--- src/rtl/sram_sdp_init.sv ---
// ============================================================================
//  Module      : sram_sdp_init
//  Description : Simple-dual-port SRAM simulation model with per-lane write
//                masking, a selectable read-during-write policy, a read-valid
//                strobe and a post-reset zeroing sweep that brings the array
//                up with deterministic contents.
//                Optional feature macro: SRAM_OREG_EN (adds a second output
//                register stage, read latency 2).
//  Revision    : 1.0 - initial release
// ============================================================================
`default_nettype none

module sram_sdp_init #(
    parameter int SIZE = 4,   // depth = 2**SIZE words
    parameter int WLEN = 32,  // word length in bits
    parameter int STEP = 2,   // 2**STEP write lanes
    parameter int FWD  = 1    // same-address read during write: 1 new, 0 old
) (
    input  logic                   CLK,
    input  logic                   RSTN,
    output logic                   READY,
    input  logic                   CENA,
    input  logic [SIZE-1:0]        AA,
    output logic [WLEN-1:0]        QA,
    output logic                   QVA,
    input  logic                   CENB,
    input  logic [(1<<STEP)-1:0]   WENB,
    input  logic [SIZE-1:0]        AB,
    input  logic [WLEN-1:0]        DB
);

    localparam int LANES = 1 << STEP;
    localparam int WIDTH = WLEN >> STEP;
    localparam int DEPTH = 1 << SIZE;

    // Reject geometries that cannot be built.
    generate
        if (SIZE < 1 || (WLEN % LANES) != 0) begin : g_bad_cfg
            $fatal(1, "sram_sdp_init: SIZE must be >= 1 and WLEN a multiple of 2**STEP");
        end
    endgenerate

    typedef enum logic [0:0] {
        ST_INIT = 1'b0,
        ST_RUN  = 1'b1
    } state_e;

    state_e              state_q, state_d;
    logic [SIZE-1:0]     cnt_q, cnt_d;
    logic [WLEN-1:0]     mem_q [DEPTH];

    logic                w_rd_en;
    logic                w_wr_en;
    logic                w_collide;
    logic [WLEN-1:0]     w_wr_old;
    logic [WLEN-1:0]     w_wr_word;
    logic [WLEN-1:0]     w_rd_word;

    logic [WLEN-1:0]     rd_q;
    logic                rdv_q;

    // Ports are only honoured once the sweep has finished.
    assign READY     = (state_q == ST_RUN);
    assign w_rd_en   = READY && !CENA;
    assign w_wr_en   = READY && !CENB && (WENB != {LANES{1'b1}});
    assign w_collide = w_wr_en && (AA == AB);
    assign w_wr_old  = mem_q[AB];

    // Merge enabled lanes of DB over the current word at AB.
    generate
        for (genvar j = 0; j < LANES; j++) begin : g_lane
            assign w_wr_word[j*WIDTH +: WIDTH] = WENB[j] ? w_wr_old[j*WIDTH +: WIDTH]
                                                         : DB[j*WIDTH +: WIDTH];
        end
    endgenerate

    // Forwarding is decided in the access cycle, independent of output staging.
    assign w_rd_word = (FWD != 0 && w_collide) ? w_wr_word : mem_q[AA];

    // State and sweep counter register.
    always_ff @(posedge CLK or negedge RSTN) begin
        if (!RSTN) begin
            state_q <= ST_INIT;
            cnt_q   <= '0;
        end else begin
            state_q <= state_d;
            cnt_q   <= cnt_d;
        end
    end

    // Sweep advances one word per cycle; RUN is terminal until reset.
    always_comb begin
        state_d = state_q;
        cnt_d   = cnt_q;
        case (state_q)
            ST_INIT: begin
                cnt_d = cnt_q + 1'b1;
                if (cnt_q == {SIZE{1'b1}}) begin
                    state_d = ST_RUN;
                end
            end
            ST_RUN: begin
                state_d = ST_RUN;
            end
            default: begin
                state_d = ST_INIT;
            end
        endcase
    end

    // Array: zeroed by the sweep, then written lane-merged by port B.
    always_ff @(posedge CLK) begin
        if (state_q == ST_INIT) begin
            mem_q[cnt_q] <= '0;
        end else if (w_wr_en) begin
            mem_q[AB] <= w_wr_word;
        end
    end

    // Read capture stage; data holds between accepted reads.
    always_ff @(posedge CLK or negedge RSTN) begin
        if (!RSTN) begin
            rd_q  <= '0;
            rdv_q <= 1'b0;
        end else begin
            rdv_q <= w_rd_en;
            if (w_rd_en) begin
                rd_q <= w_rd_word;
            end
        end
    end

`ifdef SRAM_OREG_EN
    logic [WLEN-1:0] oreg_q;
    logic            oregv_q;

    // Extra output stage: delays data and valid by one more cycle.
    always_ff @(posedge CLK or negedge RSTN) begin
        if (!RSTN) begin
            oreg_q  <= '0;
            oregv_q <= 1'b0;
        end else begin
            oregv_q <= rdv_q;
            if (rdv_q) begin
                oreg_q <= rd_q;
            end
        end
    end

    assign QA  = oreg_q;
    assign QVA = oregv_q;
`else
    assign QA  = rd_q;
    assign QVA = rdv_q;
`endif

endmodule

`default_nettype wire
--- config.mk ---
export PLATFORM = sky130hd
export DESIGN_NAME = sram_sdp_init
export DESIGN_NICKNAME = d
export VERILOG_FILES = /design/src/rtl/sram_sdp_init.sv
export SDC_FILE = /design/constraint.sdc
export NUM_CORES = 1
export LEC_CHECK = 0
export CAP_MARGIN = 20
export CORE_MARGIN = 3
export CORE_UTILIZATION = 66
export DETAILED_ROUTE_END_ITERATION = 6
export PLACE_DENSITY_LB_ADDON = 0.1
export SYNTH_ARGS = -nofsm -noshare
export SYNTH_HDL_FRONTEND = slang
export SYNTH_SLANG_ARGS = --single-unit
--- constraint.sdc ---
create_clock -name CLK -period 10.2 [get_ports CLK]
set_clock_uncertainty 0.1 [all_clocks]
set_input_delay 1.02 -clock CLK [delete_from_list [all_inputs] [get_ports CLK]]
set_output_delay 1.02 -clock CLK [all_outputs]
set_load 0.1 [all_outputs]
==> results of run 1 <==
-- registers in the layout, summed over array words and instances (netlist names) --
| signal | cells |
|---|---|
| mem_q | 512 |
| QA | 32 |
| cnt_q | 4 |
| QVA | 1 |
| READY | 1 |
-- Yosys cell counts (all sizes together) (23+ instances only) --
library cell  count  area [um^2]
mux2             23        259.0
dfrtp            38        950.9
buf              50        294.0
mux4            248         5585
a221o            27        270.3
edfxtp          512        15370
nand2            39        146.4
mux2i            32        320.3
a22oi            75        563.0
clkbuf           49        185.2
a21oi            38        190.2
nor2             47        176.4
-- worst paths after layout --
kind	endpoint	slack (ns)	cells past startpoint
max in group asynchronous	QA[29]$_DFFE_PN0P_	9.00	2
min	QA[4]$_DFFE_PN0P_	0.39	2
min reg2reg	QA[4]$_DFFE_PN0P_	0.39	2
max reg2reg	mem_q[8][17]$_DFFE_PP_	6.68	6
min in group asynchronous	QA[12]$_DFFE_PN0P_	0.49	2
max	mem_q[7][25]$_DFFE_PP_	5.96	6
-- metal layers --
metal / vias to the layer above / routed length, um / global-route usage (%)
met3: 267 / 8098 / 7.944
met2: 1187 / 34820 / 57.36
met1: 7643 / 22570 / 44.89
li1: 5798 / - / -
met4: 0 / 4298 / 18.74
met5: - / 0 / 0
-- power by group --
part	internal [mW]	leakage (nW)	switching, mW
registers	2.53	5.18	0.0231
logic	0.207	3.21	0.397
clock network	1.28	0.929	0.867
-- worst max-delay path, stage by stage --
cell,delay (ns)
clkdlybuf4s50_1,0.82
nand4_1,0.26
nand2_1,0.61
a31oi_1,0.47
nor2_4,0.72
buf_4,0.48
-- stage by stage --
step                instance area [um^2]  setup WS [ns]
finish                             28610          5.961
detailed placement                 26650          5.478
global route                       28610          5.814
global placement                   26580          5.467
CTS                                28570          6.092
floorplan                          25180          6.129
-- final cells by class --
cell class / instances / area, um^2 / area share [%]
clock buffers: 73 / 1524 / 5.326
clock inverters: 28 / 391.6 / 1.369
multi-input cells: 642 / 8514 / 29.76
flip-flops and latches: 550 / 16330 / 57.06
well taps: 504 / 630.6 / 2.204
inverters: 7 / 26.28 / 0.09183
repair buffers: 127 / 1200 / 4.194
-- logic make-up after synthesis --
family          count (synthesis)  synth area share (%)
mux                           303                 24.49
buf+inv                       106                 2.008
simple gates                  119                 2.142
xor+xnor                        7                0.2435
compound gates                212                 6.222
flops                         550                 64.85
fa+ha+maj                       1               0.04969
==> results.cfg, run 1 <==
[worst_setup_path]
end_kind = register
worstPathRequired_ns = 10.36
path_class = in -> reg
startpoint = WENB[0]
cp.arrival_ns = 4.40
cp_max_fo = 19
r2r_start = READY$_DFF_PN0_
crit_path_start_kind = input pin

[cells_and_area]
fin_cells = 1931
antennaDiodeCount = 0
final_common_cell = edfxtp_1
final_nets = 1431
area_growth_pct = 13.65
utilization_pct = 77.05
nFillCells = 1993
drive_above_1_share_pct = 30.76
most-common-layout-cells = 512 x edfxtp_1, 248 x mux4_2, 75 x a22oi_1, 75 x clkdlybuf4s50_1, 55 x clkbuf_16

[synth]
seq_area_frac_synth_pct = 64.85
syn_area_um2 = 25180
syn_avg_cell_area_um2 = 19.40
syn_inst = 1298
ys_ff_latch = 550
synth_async_sr_flop_share_pct = 6.909
synthFlopType = edfxtp_1
ys_types = 47
ys_warn_count = 0
synth_nets = 1347
synth_edf_count = 512

[power]
p_leak_nw = 9.325
p_per_area_nw_per_um2 = 185.4
peakVddDrop_mv = 0.1848
total_power_mw = 5.304

[detailed_routing]
vias = 14900
viasPerCell = 7.714
drcViolationCount = 0
dr.first_iter.drc_count = 1829
routedWlPerCell_um = 36.14
drt_first_pass_iters = 5
drt-total-wl_mm = 69.78
detail-route-antenna-nets = 0

[sta]
rsz0062_at_grt = false
slew_headroom_pct = 13.88
slew_viol_final = 0
post-route-period-util_pct = 41.56
fin_setup_tns_ns = 0
setup_viol = 0
finalHoldViolations = 0
whs_ns = 0.3887
worstMarginPinSlew_ns = 1.282
fin_crit_ns = 4.239
clock.fmax_ghz = 0.2359

[cts]
cts_root_buffer = clkbuf_16
clkSinkCount = 550
clock_latency_ns = 0.61
post_cts_buffers = 0
cts_tree = built
cts-htree-levels = 2
cts_resized = 0
clockBufferDepth = 3
hold_buffers = 0
cts_buffers = 54
clkTransAtPathRegs_ns = 0.06

[die]
rows = 70
start_util_pct = 67.79
core_um2 = 37140
die_x_um = 201.3
dieHeight_um = 201.3
dieArea_um2 = 40520
ios = 82

[hold_path]
hp-class = reg -> reg
holdCritStartpoint = QA[4]$_DFFE_PN0P_

[grt]
first_global_vias = 15830
grt.overflow.total = 0
antenna_found_initial = 0
grt_pass1_wl_mm = 103.3
grt_max_degree = 64
grtUsageTotal_pct = 35.13

[place]
dp_hpwl_mm = 39.08
globalplace.congestion = 0.8382
port_buffers = 81
dp_cells = 1824

[run_status]
outcome = completed

[flow_run]
drv_cap = 0
No activity file was read; power rests on OpenSTA's default activity.
==> run 2: changes to the inputs <==
- CORE_UTILIZATION: 66 -> 56
- clock period: 10.2 -> 3.78 ns (I/O delays scaled with it)
==> run 2 against run 1 <==
Compared with the run above:
- global-route usage decreased by 5.4 points
- total power increased to 2.7 times the previous value
- non-clock buffer count increased by 52
- sequential share of layout area decreased by 1.2 points
- first-iteration DRC count decreased by 1.0%
- critical endpoint is now READY
- largest cell class unchanged
- highest routed layer unchanged
==> results.cfg, run 2 (synthesis gave the netlist of run 1 again) <==
[cells_and_area]
nFillCells = 2955
utilization_pct = 65.97
drive_above_1_share_pct = 32.97
final_common_cell = edfxtp_1
antennaDiodeCount = 0
area_growth_pct = 16.13
final_nets = 1485
regArea_um2 = 16330
multi_input_area_um2 = 8514
most-common-layout-cells = 512 x edfxtp_1, 248 x mux4_2, 88 x buf_4
top_register = mem_q
final_area_um2 = 29240
largest_reg_flops = 512
fin_cells = 2075

[power]
p_per_area_nw_per_um2 = 492.8
p_sw_share_pct = 23.93
peakVddDrop_mv = 0.3727
p_int_mw = 10.96
clockPowerShare_pct = 40.7
comb_power_share_pct = 11.4
p_sw_mw = 3.447
p_leak_nw = 9.654
p_seq_share_pct = 47.9
total_power_mw = 14.41

[grt]
use_met3_pct = 5.810
antenna_found_initial = 0
grt.overflow.total = 0
grt_max_degree = 62
grt_util_met2_pct = 48.41
grt_pass1_wl_mm = 101.7
first_global_vias = 15130
grtUsageTotal_pct = 29.71
gr-usage-met1_pct = 40.48
busiest_layer = met2

[cts]
cts-htree-levels = 2
cts_buffers = 56
cts_resized = 0
cts_root_buffer = clkbuf_16
clock_latency_ns = 0.62
clkSinkCount = 550
clockBufferDepth = 3
clkTransAtPathRegs_ns = 0.07
cts_tree = built

[worst_setup_path]
r2r_start = READY$_DFF_PN0_
r2r_end = mem_q[2][30]$_DFFE_PP_
reg2reg_depth = 6
cp_max_fo = 9
r2r_setup_slack_ns = 1.08
crit_path_start_kind = register
path_class = reg -> out
cp.arrival_ns = 2.40
worstPathRequired_ns = 3.30
startpoint = READY$_DFF_PN0_
end_kind = output pin

[flow_run]
drv_cap = 0

[hold_path]
hp-class = in -> async

[detailed_routing]
drt-total-wl_mm = 68.49
viasPerCell = 7.030
routedWlPerCell_um = 33.01
dr.first_iter.drc_count = 1810
drcViolationCount = 0
detail-route-antenna-nets = 0
vias = 14590
drt_first_pass_iters = 5

[die]
core_um2 = 44320
dieArea_um2 = 47540
start_util_pct = 56.81
die_x_um = 218.0
dieHeight_um = 218.0
rows = 77
ios = 82

[sta]
fin_crit_ns = 2.877
clock.fmax_ghz = 0.3476
slew_viol_final = 0
post-route-period-util_pct = 76.11
whs_ns = 0.2956
slew_headroom_pct = 27.83
rsz0062_at_grt = false
setup_viol = 0
finalHoldViolations = 0
worstMarginPinSlew_ns = 1.075

[place]
port_buffers = 81
postPlaceCellArea_um2 = 27250
dp_cells = 1967
dp_hpwl_mm = 41.17
globalplace.congestion = 0.8313

[run_status]
outcome = completed
-- run 2: changes by cell type in the layout (fill, tap and decap cells not counted), sizes merged --
cell / previous run / this run
dlygate4sd3: 0 / 1
buf: 50 / 101
clkinvlp: 5 / 1
clkbuf: 75 / 78
inv: 8 / 7
clkinv: 13 / 19
-- run 2: metrics by stage --
| step | setup TNS (ns) | setup WS [ns] |
|---|---|---|
| final | 0 | 0.9032 |
| after global routing | 0 | 0.8465 |
| after CTS | 0 | 0.8804 |
| after detailed placement | 0 | 0.4572 |
| after global placement | 0 | 0.5198 |
| after floorplan | -18.44 | -0.07083 |
-- run 2: layout make-up --
| cell class | instances | area share (%) |
|---|---|---|
| Clock buffer | 76 | 5.401 |
| Clock inverter | 29 | 1.305 |
| Multi-Input combinational cell | 642 | 29.12 |
| Tap cell | 592 | 2.534 |
| Timing Repair Buffer | 179 | 5.705 |
| Inverter | 7 | 0.08987 |
| Sequential cell | 550 | 55.84 |
-- run 2: critical path: stages (launching register included) --
cell and delay (ns):
dfrtp_1 0.40, buf_4 0.24, clkdlybuf4s50_1 1.16
-- run 2: worst max path at each step --
stage	end	slack (ns)
floorplan	mem_q[4][0]$_DFFE_PP_	-0.07
global placement	mem_q[2][0]$_DFFE_PP_	0.52
detailed placement	mem_q[2][0]$_DFFE_PP_	0.46
CTS	READY	0.88
global route	READY	0.85
finish	READY	0.90
-- run 2: power by group through the flow --
stage,sequential [mW],combinational [mW],clock (mW)
global route,6.91,1.72,6.18
finish,6.90,1.64,5.87
global placement,7.02,1.62,0
floorplan,7.35,0.764,0
CTS,6.90,1.64,5.94
detailed placement,7.02,1.64,0
-- run 2: timing repair --
item,in CTS,in global routing
hold buffers,1,0
setup buffers,0,0
endpoints found under the hold margin,17,0
-- run 2: metal layers --
metal  up-vias  share of wire [%]
met1      7721                 37
met2       799                 50
met4         0                4.3
met3       164                9.1
met5         -                  0
li1       5903                  -
==> variant: new RTL, config.mk and constraints of run 2 <==
Set the parameter `WLEN` to 64 (it was 32).
--- a/src/rtl/sram_sdp_init.sv
+++ b/src/rtl/sram_sdp_init.sv
@@ -14,3 +14,3 @@
     parameter int SIZE = 4,   // depth = 2**SIZE words
-    parameter int WLEN = 32,  // word length in bits
+    parameter int WLEN = 64,  // word length in bits
     parameter int STEP = 2,   // 2**STEP write lanes
Interface: changed (resized DB and QA); port bits go from 82 to 146. No check against the original RTL was run, so the function may have changed too.
==> variant against run 2 <==
Worst setup slack got worse by 0.28 ns; sequential power rose by 100%; final area rose by 99%; sequential share of layout area barely moved; sequential cell count rose by 544; synthesized area rose by 100%; wire length rose by 100%; power rose by 99%; highest routed layer unchanged.
==> variant: results (changes against run 2) <==
status = finished, final reports clean
switch share = 0.242 (+0.00248)
WHS = 0.225 ns (-0.0705 ns)
post-synth top area share = 0.611 (about the same)
worst vdd ir = 0.000418 V (+12%)
Distinct cells, synth = 40 (-15%)
First DRT Iteration DRCs = 3,717 (+110%)
Routed WL = 139,000 um (+100%)
drt first pass iters = 6 (+1)
largest net degree at the start of global routing = 78 (+26%)
Post-synth EDFFs = 1,024 (+100%)
vias in the first global route = 29,700 (+96%)
H-tree depth = 3 (+1)
HPWL Detailed = 76,900 um (+87%)
global-route wire length before repair = 205,000 um (+100%)
Area contributors post-synth = edfxtp_1 (61%), mux4_2 (26%), dfrtp_1 (3.5%), mux2_2 (2.1%), a221o_1 (1.3%)
fraction of the yosys area taken by sequential cells = 0.645 (-0.00319)
most frequent cells after synthesis = edfxtp_1 (1,024), mux4_2 (576), mux2_2 (95), clkbuf_1 (81)
routability cong. = 0.825 (-0.82%)
I/O Buffers = 145 (+79%)
Post-DP Area = 54,300 um^2 (+99%)
# nets final = 2,657 (+79%)
vias = 28,100 (+93%)
async set-reset flop share out of synthesis = 0.0640 (-0.00511)
setup slack, reg-to-reg = 0.63 ns (-0.45 ns)
Largest register FFs = 1,024 (+100%)
antenna cells = 0 (unchanged)
fraction of layout cells with a size suffix above 1 = 0.390 (+0.0603)
initial antenna violation count = 1 (+1)
slew margin rel. = 0.301 (+0.0229)
Largest stage delay, worst path = 0.80 ns (-0.36 ns)
leakage power = 19.1 nW (+98%)
crit path max fanout = 41 (+32)
Tot GR Track Use = 0.304 (+0.00734)
Skew-Pair Late Insertion Delay = 0.70 ns (+0.08 ns)
CTS resizes = 0 (unchanged)
Num CTS Buffers = 114 (+100%)
==> variant: changes by cell type after synthesis, sizes merged, moves of 36 or more <==
cell    delta
edfxtp   +512
mux4     +328
buf       +68
mux2      +72
a22oi     -37
a221o     +37
a21oi     -38
nand2     -36
==> variant: layout make-up <==
| class | instances | area (um^2) | share of cell area |
|---|---|---|---|
| timing repair buffer | 315 | 3260 | 0.0561 |
| tap | 1165 | 1460 | 0.0250 |
| inverter | 36 | 135 | 0.00232 |
| clock inverter | 60 | 763 | 0.0131 |
| clock buffer | 157 | 3120 | 0.0537 |
| multi-input combinational | 1015 | 17000 | 0.291 |
| sequential | 1094 | 32500 | 0.558 |
==> variant: stage by stage <==
| step | TNS (ns) | worst slack (ns) | cells |
|---|---|---|---|
| 2_1_floorplan | -343.81 | -0.424 | 2344 |
| 3_3_place_gp | 0 | 0.388 | 3624 |
| 3_5_place_dp | 0 | 0.296 | 3624 |
| 4_1_cts | 0 | 0.666 | 3842 |
| 5_1_grt | 0 | 0.552 | 3842 |
| 6_report | 0 | 0.627 | 3842 |
==> variant: final timing paths <==
path,startpoint,end,depth (start not counted)
setup reg to reg,READY$_DFF_PN0_,mem_q[9][24]$_DFFE_PP_,7
hold / removal,RSTN,QA[23]$_DFFE_PN0P_,2
min in group CLK,AA[3],QA[15]$_DFFE_PN0P_,3
hold reg to reg,QA[11]$_DFFE_PN0P_,QA[11]$_DFFE_PN0P_,1
setup / recovery,READY$_DFF_PN0_,mem_q[9][24]$_DFFE_PP_,7
max in group asynchronous,RSTN,QA[20]$_DFFE_PN0P_,3
==> variant: cell families after synthesis <==
group / after synthesis / share of synthesized area
XOR/XNOR: 8 / 0.00139
AND/OR/NAND/NOR: 92 / 0.0103
flip-flops: 1094 / 0.645
buffers and inverters: 235 / 0.0215
adder cells (fa/ha/maj): 1 / 0.000248
AO/OA/AOI/OAI: 209 / 0.0357
multiplexers: 705 / 0.286
==> variant: power by group through the flow <==
stage	clock network [mW]	logic [mW]	registers, mW
detailed placement	0	3.35	14.0
floorplan	0	1.59	14.6
global placement	0	3.31	14.0
CTS	11.6	3.36	13.8
global route	12.1	3.51	13.8
finish	11.5	3.36	13.8
==> variant: worst register-to-register path, cell delays in order, from the launching register on <==
cell and delay [ns]:
dfrtp_1 0.52, nor2b_1 0.24, nand2_1 0.20, buf_4 0.24
nor3b_1 0.20, a31oi_1 0.20, nor2_4 0.20, buf_4 0.80
==> variant: routing by layer <==
| metal | GRT usage | part of all wire | up-vias |
|---|---|---|---|
| met3 | 0.0552 | 0.10 | 270 |
| met4 | 0.0881 | 0.027 | 0 |
| li1 | - | - | 10900 |
| met1 | 0.434 | 0.38 | 15100 |
| met2 | 0.493 | 0.49 | 1763 |
| met5 | 0 | 0 | - |
